### src/rtl/datapath_seq_if.sv
// datapath_seq_if: instruction handshake plus datapath control word of the sequencer.
interface datapath_seq_if #(parameter int ADDR_W = 3, OP_W = 3, BS_W = 3);
  logic in_valid, in_ready;
  logic [OP_W-1:0] in_op;
  logic [ADDR_W-1:0] in_rd, in_ra, in_rb;
  logic [ADDR_W-1:0] reg_add;
  logic RNW;
  logic [BS_W-1:0] BS;
  logic WrA, WrB;
  logic [OP_W-1:0] ALUop;
  logic busy, done, err;
  modport master (
    input in_valid, in_op, in_rd, in_ra, in_rb,
    output in_ready, reg_add, RNW, BS, WrA, WrB, ALUop, busy, done, err
  );
  modport slave (
    output in_valid, in_op, in_rd, in_ra, in_rb,
    input in_ready, reg_add, RNW, BS, WrA, WrB, ALUop, busy, done, err
  );
endinterface

### src/rtl/datapath_seq.sv
// datapath_seq: sequences one instruction at a time into registered datapath control words.
// Optional DPC_UNARY_SKIP_EN: inc/dec skip the operand-B load states.
module datapath_seq #(parameter int ADDR_W = 3, OP_W = 3, BS_W = 3) (
  input logic clk,
  input logic rst,
  datapath_seq_if.master bus
);
  typedef enum logic [3:0] {IDLE, RDA, MXA, LDA, RDB, MXB, LDB, EXE, MXR, WB, DONE, MXI, WBI, ERR} state_t;
  state_t st_q, st_d;
  logic [OP_W-1:0] op_q, op_d, aluop_q, aluop_d;
  logic [ADDR_W-1:0] rd_q, rd_d, ra_q, ra_d, rb_q, rb_d, reg_add_q, reg_add_d;
  logic [BS_W-1:0] bs_q, bs_d, imm;
  logic rnw_q, rnw_d, wra_q, wra_d, wrb_q, wrb_d;
  logic in_ready_q, in_ready_d, busy_q, busy_d, done_q, done_d, err_q, err_d;
  logic accept, skip_b;
  assign accept = bus.in_valid && st_q == IDLE;
`ifdef DPC_UNARY_SKIP_EN
  assign skip_b = op_q == OP_W'(3) || op_q == OP_W'(4);
`else
  assign skip_b = 1'b0;
`endif
  always_comb begin
    op_d = accept ? bus.in_op : op_q;
    rd_d = accept ? bus.in_rd : rd_q;
    ra_d = accept ? bus.in_ra : ra_q;
    rb_d = accept ? bus.in_rb : rb_q;
    st_d = st_q;
    case (st_q)
      IDLE: if (accept) st_d = bus.in_op == '0 ? MXI : (bus.in_op == OP_W'(7) ? ERR : RDA);
      RDA: st_d = MXA;
      MXA: st_d = LDA;
      LDA: st_d = skip_b ? EXE : RDB;
      RDB: st_d = MXB;
      MXB: st_d = LDB;
      LDB: st_d = EXE;
      EXE: st_d = MXR;
      MXR: st_d = WB;
      WB, WBI: st_d = DONE;
      MXI: st_d = WBI;
      default: st_d = IDLE;
    endcase
  end
  // Outputs are decoded from the next state so they are registered yet aligned with the state.
  always_comb begin
    imm = BS_W'(rb_d[1:0]);
    reg_add_d = (st_d inside {RDA, MXA}) ? ra_d : (st_d inside {RDB, MXB}) ? rb_d : (st_d inside {WB, WBI}) ? rd_d : '0;
    rnw_d = !(st_d inside {WB, WBI});
    bs_d = (st_d inside {MXA, LDA, RDB, MXB, LDB}) ? BS_W'(4) : (st_d inside {MXR, WB}) ? BS_W'(5) : (st_d inside {MXI, WBI}) ? imm : '0;
    wra_d = st_d == LDA;
    wrb_d = st_d == LDB;
    aluop_d = (st_d inside {EXE, MXR, WB}) ? op_d : '0;
    in_ready_d = st_d == IDLE;
    busy_d = st_d != IDLE;
    done_d = st_d == DONE;
    err_d = st_d == ERR;
  end
  always_ff @(posedge clk or posedge rst)
    if (rst) begin
      st_q <= IDLE;
      op_q <= '0;
      rd_q <= '0;
      ra_q <= '0;
      rb_q <= '0;
      reg_add_q <= '0;
      rnw_q <= 1'b1;
      bs_q <= '0;
      wra_q <= 1'b0;
      wrb_q <= 1'b0;
      aluop_q <= '0;
      in_ready_q <= 1'b1;
      busy_q <= 1'b0;
      done_q <= 1'b0;
      err_q <= 1'b0;
    end else begin
      st_q <= st_d;
      op_q <= op_d;
      rd_q <= rd_d;
      ra_q <= ra_d;
      rb_q <= rb_d;
      reg_add_q <= reg_add_d;
      rnw_q <= rnw_d;
      bs_q <= bs_d;
      wra_q <= wra_d;
      wrb_q <= wrb_d;
      aluop_q <= aluop_d;
      in_ready_q <= in_ready_d;
      busy_q <= busy_d;
      done_q <= done_d;
      err_q <= err_d;
    end
  assign bus.in_ready = in_ready_q;
  assign bus.reg_add = reg_add_q;
  assign bus.RNW = rnw_q;
  assign bus.BS = bs_q;
  assign bus.WrA = wra_q;
  assign bus.WrB = wrb_q;
  assign bus.ALUop = aluop_q;
  assign bus.busy = busy_q;
  assign bus.done = done_q;
  assign bus.err = err_q;
endmodule

### src/flat_wrapper.sv
// flat-port wrapper written by rule: the top's interface ports become plain ports
module datapath_seq_flat 
#(parameter int ADDR_W = 3, OP_W = 3, BS_W = 3)
  (clk, rst, bus_in_valid, bus_in_op, bus_in_rd, bus_in_ra, bus_in_rb, bus_in_ready, bus_reg_add, bus_RNW, bus_BS, bus_WrA, bus_WrB, bus_ALUop, bus_busy, bus_done, bus_err);
  datapath_seq_if #(.ADDR_W(ADDR_W), .OP_W(OP_W), .BS_W(BS_W)) bus_i ();
  input logic clk;
  input logic rst;
  input wire logic [$bits(bus_i.in_valid)-1:0] bus_in_valid;
  input wire logic [$bits(bus_i.in_op)-1:0] bus_in_op;
  input wire logic [$bits(bus_i.in_rd)-1:0] bus_in_rd;
  input wire logic [$bits(bus_i.in_ra)-1:0] bus_in_ra;
  input wire logic [$bits(bus_i.in_rb)-1:0] bus_in_rb;
  output wire logic [$bits(bus_i.in_ready)-1:0] bus_in_ready;
  output wire logic [$bits(bus_i.reg_add)-1:0] bus_reg_add;
  output wire logic [$bits(bus_i.RNW)-1:0] bus_RNW;
  output wire logic [$bits(bus_i.BS)-1:0] bus_BS;
  output wire logic [$bits(bus_i.WrA)-1:0] bus_WrA;
  output wire logic [$bits(bus_i.WrB)-1:0] bus_WrB;
  output wire logic [$bits(bus_i.ALUop)-1:0] bus_ALUop;
  output wire logic [$bits(bus_i.busy)-1:0] bus_busy;
  output wire logic [$bits(bus_i.done)-1:0] bus_done;
  output wire logic [$bits(bus_i.err)-1:0] bus_err;
  assign bus_i.in_valid = bus_in_valid;
  assign bus_i.in_op = bus_in_op;
  assign bus_i.in_rd = bus_in_rd;
  assign bus_i.in_ra = bus_in_ra;
  assign bus_i.in_rb = bus_in_rb;
  assign bus_in_ready = bus_i.in_ready;
  assign bus_reg_add = bus_i.reg_add;
  assign bus_RNW = bus_i.RNW;
  assign bus_BS = bus_i.BS;
  assign bus_WrA = bus_i.WrA;
  assign bus_WrB = bus_i.WrB;
  assign bus_ALUop = bus_i.ALUop;
  assign bus_busy = bus_i.busy;
  assign bus_done = bus_i.done;
  assign bus_err = bus_i.err;
  datapath_seq #(.ADDR_W(ADDR_W), .OP_W(OP_W), .BS_W(BS_W)) u_core (.clk(clk), .rst(rst), .bus(bus_i));
endmodule
### config.mk
export PLATFORM = sky130hd
export DESIGN_NAME = datapath_seq_flat
export DESIGN_NICKNAME = d
export VERILOG_FILES = /design/src/rtl/datapath_seq_if.sv /design/src/rtl/datapath_seq.sv /design/src/flat_wrapper.sv
export SDC_FILE = /design/constraint.sdc
export NUM_CORES = 1
export LEC_CHECK = 0
export ABC_AREA = 1
export CAP_MARGIN = 25
export CORE_MARGIN = 10
export CORE_UTILIZATION = 45
export DETAILED_ROUTE_END_ITERATION = 16
export GPL_ROUTABILITY_DRIVEN = 1
export PLACE_DENSITY = 0.72
export SYNTH_ARGS = -nofsm -noshare
export SYNTH_HDL_FRONTEND = slang
export SYNTH_SLANG_ARGS = --single-unit
### constraint.sdc
create_clock -name clk -period 1.8 [get_ports clk]
set_input_delay 0.27 -clock clk [delete_from_list [all_inputs] [get_ports clk]]
set_output_delay 0.27 -clock clk [all_outputs]
set_load 0.01 [all_outputs]
==> results of run 1 <==
==> state kept, by name, indices dropped and copies added, names as in the netlist <==
register             cells
u_core.bus.in_ready      1
u_core.st_q              4
u_core.rd_q              3
u_core.bus.err           1
u_core.bus.done          1
u_core.rb_q              3
u_core.op_q              3
u_core.ra_q              3
u_core.bus.reg_add       3
u_core.bus.BS            3
u_core.bus.WrB           1
u_core.bus.WrA           1
u_core.bus.busy          1
u_core.bus.RNW           1
u_core.bus.ALUop         3
==> path summary, 6_finish.rpt <==
check	start	to	slack, ns	cells past startpoint
max	u_core.bus.in_ready$_DFF_PP1_	bus_in_ready	0.15	1
min	rst	u_core.rd_q[1]$_DFF_PP0_	0.31	3
max reg2reg	u_core.st_q[3]$_DFF_PP0_	u_core.bus.reg_add[1]$_DFF_PP0_	0.20	10
min reg2reg	u_core.op_q[1]$_DFF_PP0_	u_core.op_q[1]$_DFF_PP0_	0.49	2
max in group asynchronous	rst	u_core.bus.in_ready$_DFF_PP1_	1.17	3
min in group clk	bus_in_rd[1]	u_core.rd_q[1]$_DFF_PP0_	0.48	3
==> cell type report <==
cell class              instances  area, sq um
multi-input cells             110          508
well taps                      44         55.1
inverters                      27          101
repair buffers                 34          330
clock buffers                   8         58.8
flip-flops and latches         32          803
fillers                       281         1200
==> per-layer routing <==
metal	up-vias	track usage, %
met1	561	13.7
li1	606	-
met3	5	6.01
met5	-	0
met2	31	18.7
met4	0	5.02
==> stage by stage <==
stage	power [mW]	cells	area [sq um]	utilization [%]	hold slack [ns]
CTS	2.93	255	1850	60.7	0.314
floorplan	2.03	172	1430	-	0.385
global placement	2.44	247	1790	58.7	0.461
global route	3.20	255	1860	60.8	0.332
finish	2.92	255	1860	60.8	0.310
detailed placement	2.49	247	1790	58.7	0.469
==> power by group through the flow <==
stage               Sequential [mW]  Combinational (mW)  Clock (mW)
floorplan                      1.16               0.873           0
global placement               1.14                1.30           0
detailed placement             1.15                1.34           0
CTS                            1.14                1.35       0.441
global route                   1.17                1.54       0.479
finish                         1.14                1.35       0.425
==> cells by family (layout without fill, tap and decap cells) <==
group / after synthesis / count (layout) / share of synthesized area (%)
flip-flops: 32 / 32 / 56.1
AND/OR/NAND/NOR: 98 / 98 / 30.4
buffers and inverters: 30 / 69 / 8.74
AO/OA/AOI/OAI: 12 / 12 / 4.72
==> layout by cell type (no fill, tap or decap), drive strengths merged <==
cell	synthesis	routed
a21oi	3	3
buf	3	4
clkbuf	0	8
clkdlybuf4s50	0	30
dfrtp	30	30
dfstp	2	2
inv	27	27
nand2	68	68
nand3	15	15
nor2	12	12
nor3	3	3
o211ai	1	1
o21a	2	2
o21ai	6	6
==> repair_timing <==
action | in CTS | in global routing
hold endpoints to repair | 0 | 0
buffers inserted | 0 | 0
setup endpoints to repair | 0 | 3
gates resized for setup | 0 | 1
==> flow_metrics.py, run 1 <==
metrics = {
    "run_status": {
        "status": "completed",
    },
    "power_and_ir_drop": {
        "power_density_mw_per_mm2": 1570,
        "pwr-share-seq_pct": 39.0,
        "clkPwrFrac_pct": 14.6,
        "p_sw_mw": 1.19,
        "cellLeakagePower_nw": 0.997,
        "p_int_mw": 1.73,
        "switching_share_pct": 40.7,
        "pwr-share-comb_pct": 46.4,
        "vdd_drop_max_uv": 799,
    },
    "synth": {
        "yosys.area.top_type": "dfrtp_1",
        "synth_commonest_cells": "64 x nand2_1, 30 x dfrtp_1, 24 x inv_1, 13 x nand3_1, 8 x nor2_1",
        "yosys_warnings": 0,
        "netlist.area_leader.share_pct": 52.4,
        "syn_nets": 187,
        "yosysUniqueCellTypes": 21,
        "avgSynthCellArea_sq_um": 8.32,
        "syn_inst": 172,
        "postSynth.asyncResetShare_pct": 100,
        "synth-main-ff-cell": "dfrtp_1",
        "yosysMostFrequentCell": "nand2_1",
        "ys_ff_latch": 32,
        "ys_seq_area_share_pct": 56.1,
        "ys_top_cells_by_area": "dfrtp_1 52%, nand2_1 17%, inv_1 6.3%",
        "synth_edf_count": 0,
        "syn_area_sq_mm": 0.00143,
    },
    "die": {
        "die_x_um": 76.4,
        "row_count": 20,
        "core-area_sq_mm": 0.00305,
        "die-area_sq_mm": 0.00584,
        "die_y_um": 76.4,
        "initial_core_util_pct": 46.9,
        "pin_count": 31,
    },
    "clocking": {
        "tritoncts": "done",
        "cts_max_level": 2,
        "cts_buffers": 5,
        "cts_hold_buf": 0,
        "clock-sinks": 32,
        "path_clk_slew_ns": 0.09,
        "clockBufferDepth": 2,
        "cts-root-buf": "clkbuf_4",
        "clk_latency_ns": 0.33,
    },
    "worst_setup_path": {
        "cp.required_ns": 1.53,
        "crit_path_end_kind": "output pin",
        "slowest_stage": "clkdlybuf4s50_1",
        "cp_top_family": "buffers and inverters",
        "critPathKind": "register to output pin",
        "cp_num_buf_inv": 1,
        "max_stage_delay_ns": 0.53,
        "cp_max_fo": 1,
        "crit_chain": "clkdlybuf4s50_1",
        "worstPathArrival_ns": 1.38,
        "cp-start-kind": "register",
    },
    "sta": {
        "max_freq_mhz": 606,
        "rsz0062_at_grt": "false",
        "skew_ns": 0.00295,
        "slew_headroom_pct": 74.3,
        "setup_ws_ns": 0.150,
        "setup_viol": 0,
        "worstMarginPinSlew_ns": 0.382,
        "slew_violations": 0,
        "final_hold_viol_count": 0,
        "period_minus_slack_ns": 1.65,
        "fin_crit_sh_pct": 91.7,
        "setup_tns_ns": 0,
    },
    "global_route": {
        "track_usage_pct": 12.0,
        "antenna_found_initial": 0,
        "grt.overflow.total": 0,
        "grt_max_degree": 33,
        "grt_pass1_vias": 1223,
        "grt_pass1_wl_um": 5690,
    },
    "routing": {
        "ant_nets": 0,
        "num_vias": 1203,
        "routed.top_layer": "met4",
        "dr_wl_met2_um": 1520,
        "via_per_inst": 4.72,
        "avgRoutedWirePerCell_um": 12.4,
        "wl_met3_um": 237,
        "wirelength_um": 3170,
        "drc": 0,
        "met1_length_um": 1370,
        "firstDrtPassIters": 4,
        "drt_iter0_markers": 131,
    },
    "cells_and_area": {
        "area_growth_pct": 29.7,
        "nets": 225,
        "drive_above_1_share_pct": 11.8,
        "n_antenna_cell": 0,
    },
    "place": {
        "hpwl_um": 2410,
        "io_buffer_count": 30,
        "gp_congestion": 0.829,
        "place_ws_ns": 0.0667,
    },
    "worst_hold_path": {
        "hold_path.class": "input pin to asynchronous set/reset pin",
    },
    "run": {
        "maxCapViolations": 0,
    },
}
Power figures use the tool's default switching activity.
==> run 2: changes to the inputs <==
--- a/config.mk
+++ b/config.mk
@@ -6,12 +6,14 @@
 export NUM_CORES = 1
 export LEC_CHECK = 0
 export ABC_AREA = 1
+export ABC_CLOCK_PERIOD_IN_PS = 1800
 export CAP_MARGIN = 25
 export CORE_MARGIN = 10
-export CORE_UTILIZATION = 45
+export CORE_UTILIZATION = 49
 export DETAILED_ROUTE_END_ITERATION = 16
 export GPL_ROUTABILITY_DRIVEN = 1
-export PLACE_DENSITY = 0.72
+export PLACE_DENSITY = 0.78
+export SLEW_MARGIN = 20
 export SYNTH_ARGS = -nofsm -noshare
 export SYNTH_HDL_FRONTEND = slang
 export SYNTH_SLANG_ARGS = --single-unit
==> run 2 against run 1 <==
  * Worst setup slack worse by 0.019 ns
  * Non-clock buffer count increased by 1
  * Largest cell class unchanged
  * Flip-flop and latch count is the same
  * Register-to-register slack got worse by 0.02 ns
  * Clock power increased by 8.5%
  * Final cell count shrank 4.7%
  * Clock skew increased by 0.0041 ns
  * Cell area is 0.20% lower
  * Core utilization is 5.8 points higher
==> flow_metrics.py, run 2 (synthesized netlist as in run 1, its figures left out) <==
metrics = {
    "routing": {
        "drc": 0,
        "drt_iter0_markers": 64,
        "num_vias": 1213,
        "avgRoutedWirePerCell_um": 13.2,
        "ant_nets": 0,
        "via_per_inst": 4.99,
        "wirelength_um": 3210,
        "firstDrtPassIters": 4,
    },
    "power_and_ir_drop": {
        "pwr-share-comb_pct": 45.5,
        "pwr-share-seq_pct": 38.8,
        "switching_share_pct": 39.7,
        "p_int_mw": 1.77,
        "vdd_drop_max_uv": 1110,
        "power_density_mw_per_mm2": 1590,
        "clkPwrFrac_pct": 15.7,
        "p_sw_mw": 1.17,
        "cellLeakagePower_nw": 1.01,
        "p_total_mw": 2.94,
    },
    "sta": {
        "setup_ws_ns": 0.131,
        "rsz0062_at_grt": "false",
        "fin_crit_sh_pct": 92.7,
        "skew_ns": 0.00703,
        "period_minus_slack_ns": 1.67,
        "slew_headroom_pct": 73.6,
        "holdWs_ns": 0.314,
        "max_freq_mhz": 599,
        "slew_violations": 0,
        "setup_viol": 0,
        "worstMarginPinSlew_ns": 0.395,
        "setup_tns_ns": 0,
        "final_hold_viol_count": 0,
    },
    "worst_setup_path": {
        "critPathKind": "register to output pin",
        "cp_max_fo": 1,
        "worstPathArrival_ns": 1.40,
        "cp_top_family": "buffers and inverters",
        "cp-start-kind": "register",
        "crit_path_end_kind": "output pin",
        "crit_chain": "clkdlybuf4s50_1",
        "cp_num_buf_inv": 1,
        "rr_worst_depth": 10,
        "slowest_stage": "clkdlybuf4s50_1",
        "max_stage_delay_ns": 0.54,
        "cp.required_ns": 1.53,
        "cp_num_cells": 1,
    },
    "global_route": {
        "grt.overflow.total": 0,
        "grt_pass1_wl_um": 5580,
        "track_usage_pct": 12.9,
        "antenna_found_initial": 0,
        "grt_pass1_vias": 1257,
        "grt_max_degree": 33,
    },
    "clocking": {
        "cts_hold_buf": 0,
        "cts_max_level": 2,
        "clk_latency_ns": 0.33,
        "path_clk_slew_ns": 0.09,
        "cts_buffers": 5,
        "ctsResizeCount": 0,
        "tritoncts": "done",
        "clock-sinks": 32,
        "cts_setup_buffers": 0,
        "clockBufferDepth": 2,
        "cts-root-buf": "clkbuf_4",
    },
    "run": {
        "maxCapViolations": 0,
    },
    "cells_and_area": {
        "drive_above_1_share_pct": 12.7,
        "area_growth_pct": 29.5,
        "fillers": 227,
        "register_area_sq_um": 803,
        "nets": 226,
        "stdcell_count": 243,
        "top_register": "u_core.st_q",
        "largest_reg_flops": 4,
        "layout_common_cells": "64 x nand2_1, 30 x clkdlybuf4s50_1, 30 x dfrtp_1",
        "multiInputGateArea_sq_um": 503,
        "n_antenna_cell": 0,
        "final_common_cell": "nand2_1",
    },
    "die": {
        "die_y_um": 74.0,
        "die-area_sq_mm": 0.00548,
        "initial_core_util_pct": 51.5,
        "core-area_sq_mm": 0.00278,
        "row_count": 19,
        "die_x_um": 74.0,
        "pin_count": 31,
    },
    "place": {
        "gp_congestion": 0.820,
        "place_inst": 235,
        "io_buffer_count": 30,
        "place_ws_ns": 0.102,
        "hpwl_um": 2460,
    },
    "worst_hold_path": {
        "hold_path.class": "input pin to asynchronous set/reset pin",
    },
    "run_status": {
        "status": "completed",
    },
}
[run 2: worst paths after layout]
kind	startpoint	end	slack (ns)
min in group clk	u_core.rd_q[0]$_DFF_PP0_	u_core.rd_q[0]$_DFF_PP0_	0.49
setup reg to reg	u_core.st_q[3]$_DFF_PP0_	u_core.bus.reg_add[0]$_DFF_PP0_	0.18
setup / recovery	u_core.bus.in_ready$_DFF_PP1_	bus_in_ready	0.13
max in group asynchronous	rst	u_core.bus.in_ready$_DFF_PP1_	1.16
hold reg to reg	u_core.rd_q[0]$_DFF_PP0_	u_core.rd_q[0]$_DFF_PP0_	0.49
hold / removal	rst	u_core.rd_q[0]$_DFF_PP0_	0.31
[run 2: area by class of cell]
type                    instances  share of cell area, %
clock buffers                   8                   3.71
flip-flops and latches         32                   43.3
multi-input cells             110                   27.1
repair buffers                 35                   18.2
inverters                      27                   5.47
well taps                      31                   2.09
[run 2: power by group through the flow]
stage                     registers (mW)  clock network, mW  logic, mW
final                               1.14              0.461       1.34
after global routing                1.17              0.511       1.52
after CTS                           1.14              0.480       1.35
after detailed placement            1.15                  0       1.33
after global placement              1.14                  0       1.31
after floorplan                     1.16                  0      0.873
[run 2: routing by layer]
metal	vias to the layer above	wire length, um	global-route usage, %
li1	601	-	-
met3	7	244	5.98
met2	39	1620	21.6
met5	-	0	0
met4	0	43	4.97
met1	566	1300	13.9
[run 2: through the flow]
stage                     util (%)  area [sq um]
after global routing          66.6          1850
after CTS                     66.6          1850
after global placement        64.1          1780
after detailed placement      64.1          1780
final                         66.6          1850
after floorplan                  -          1430
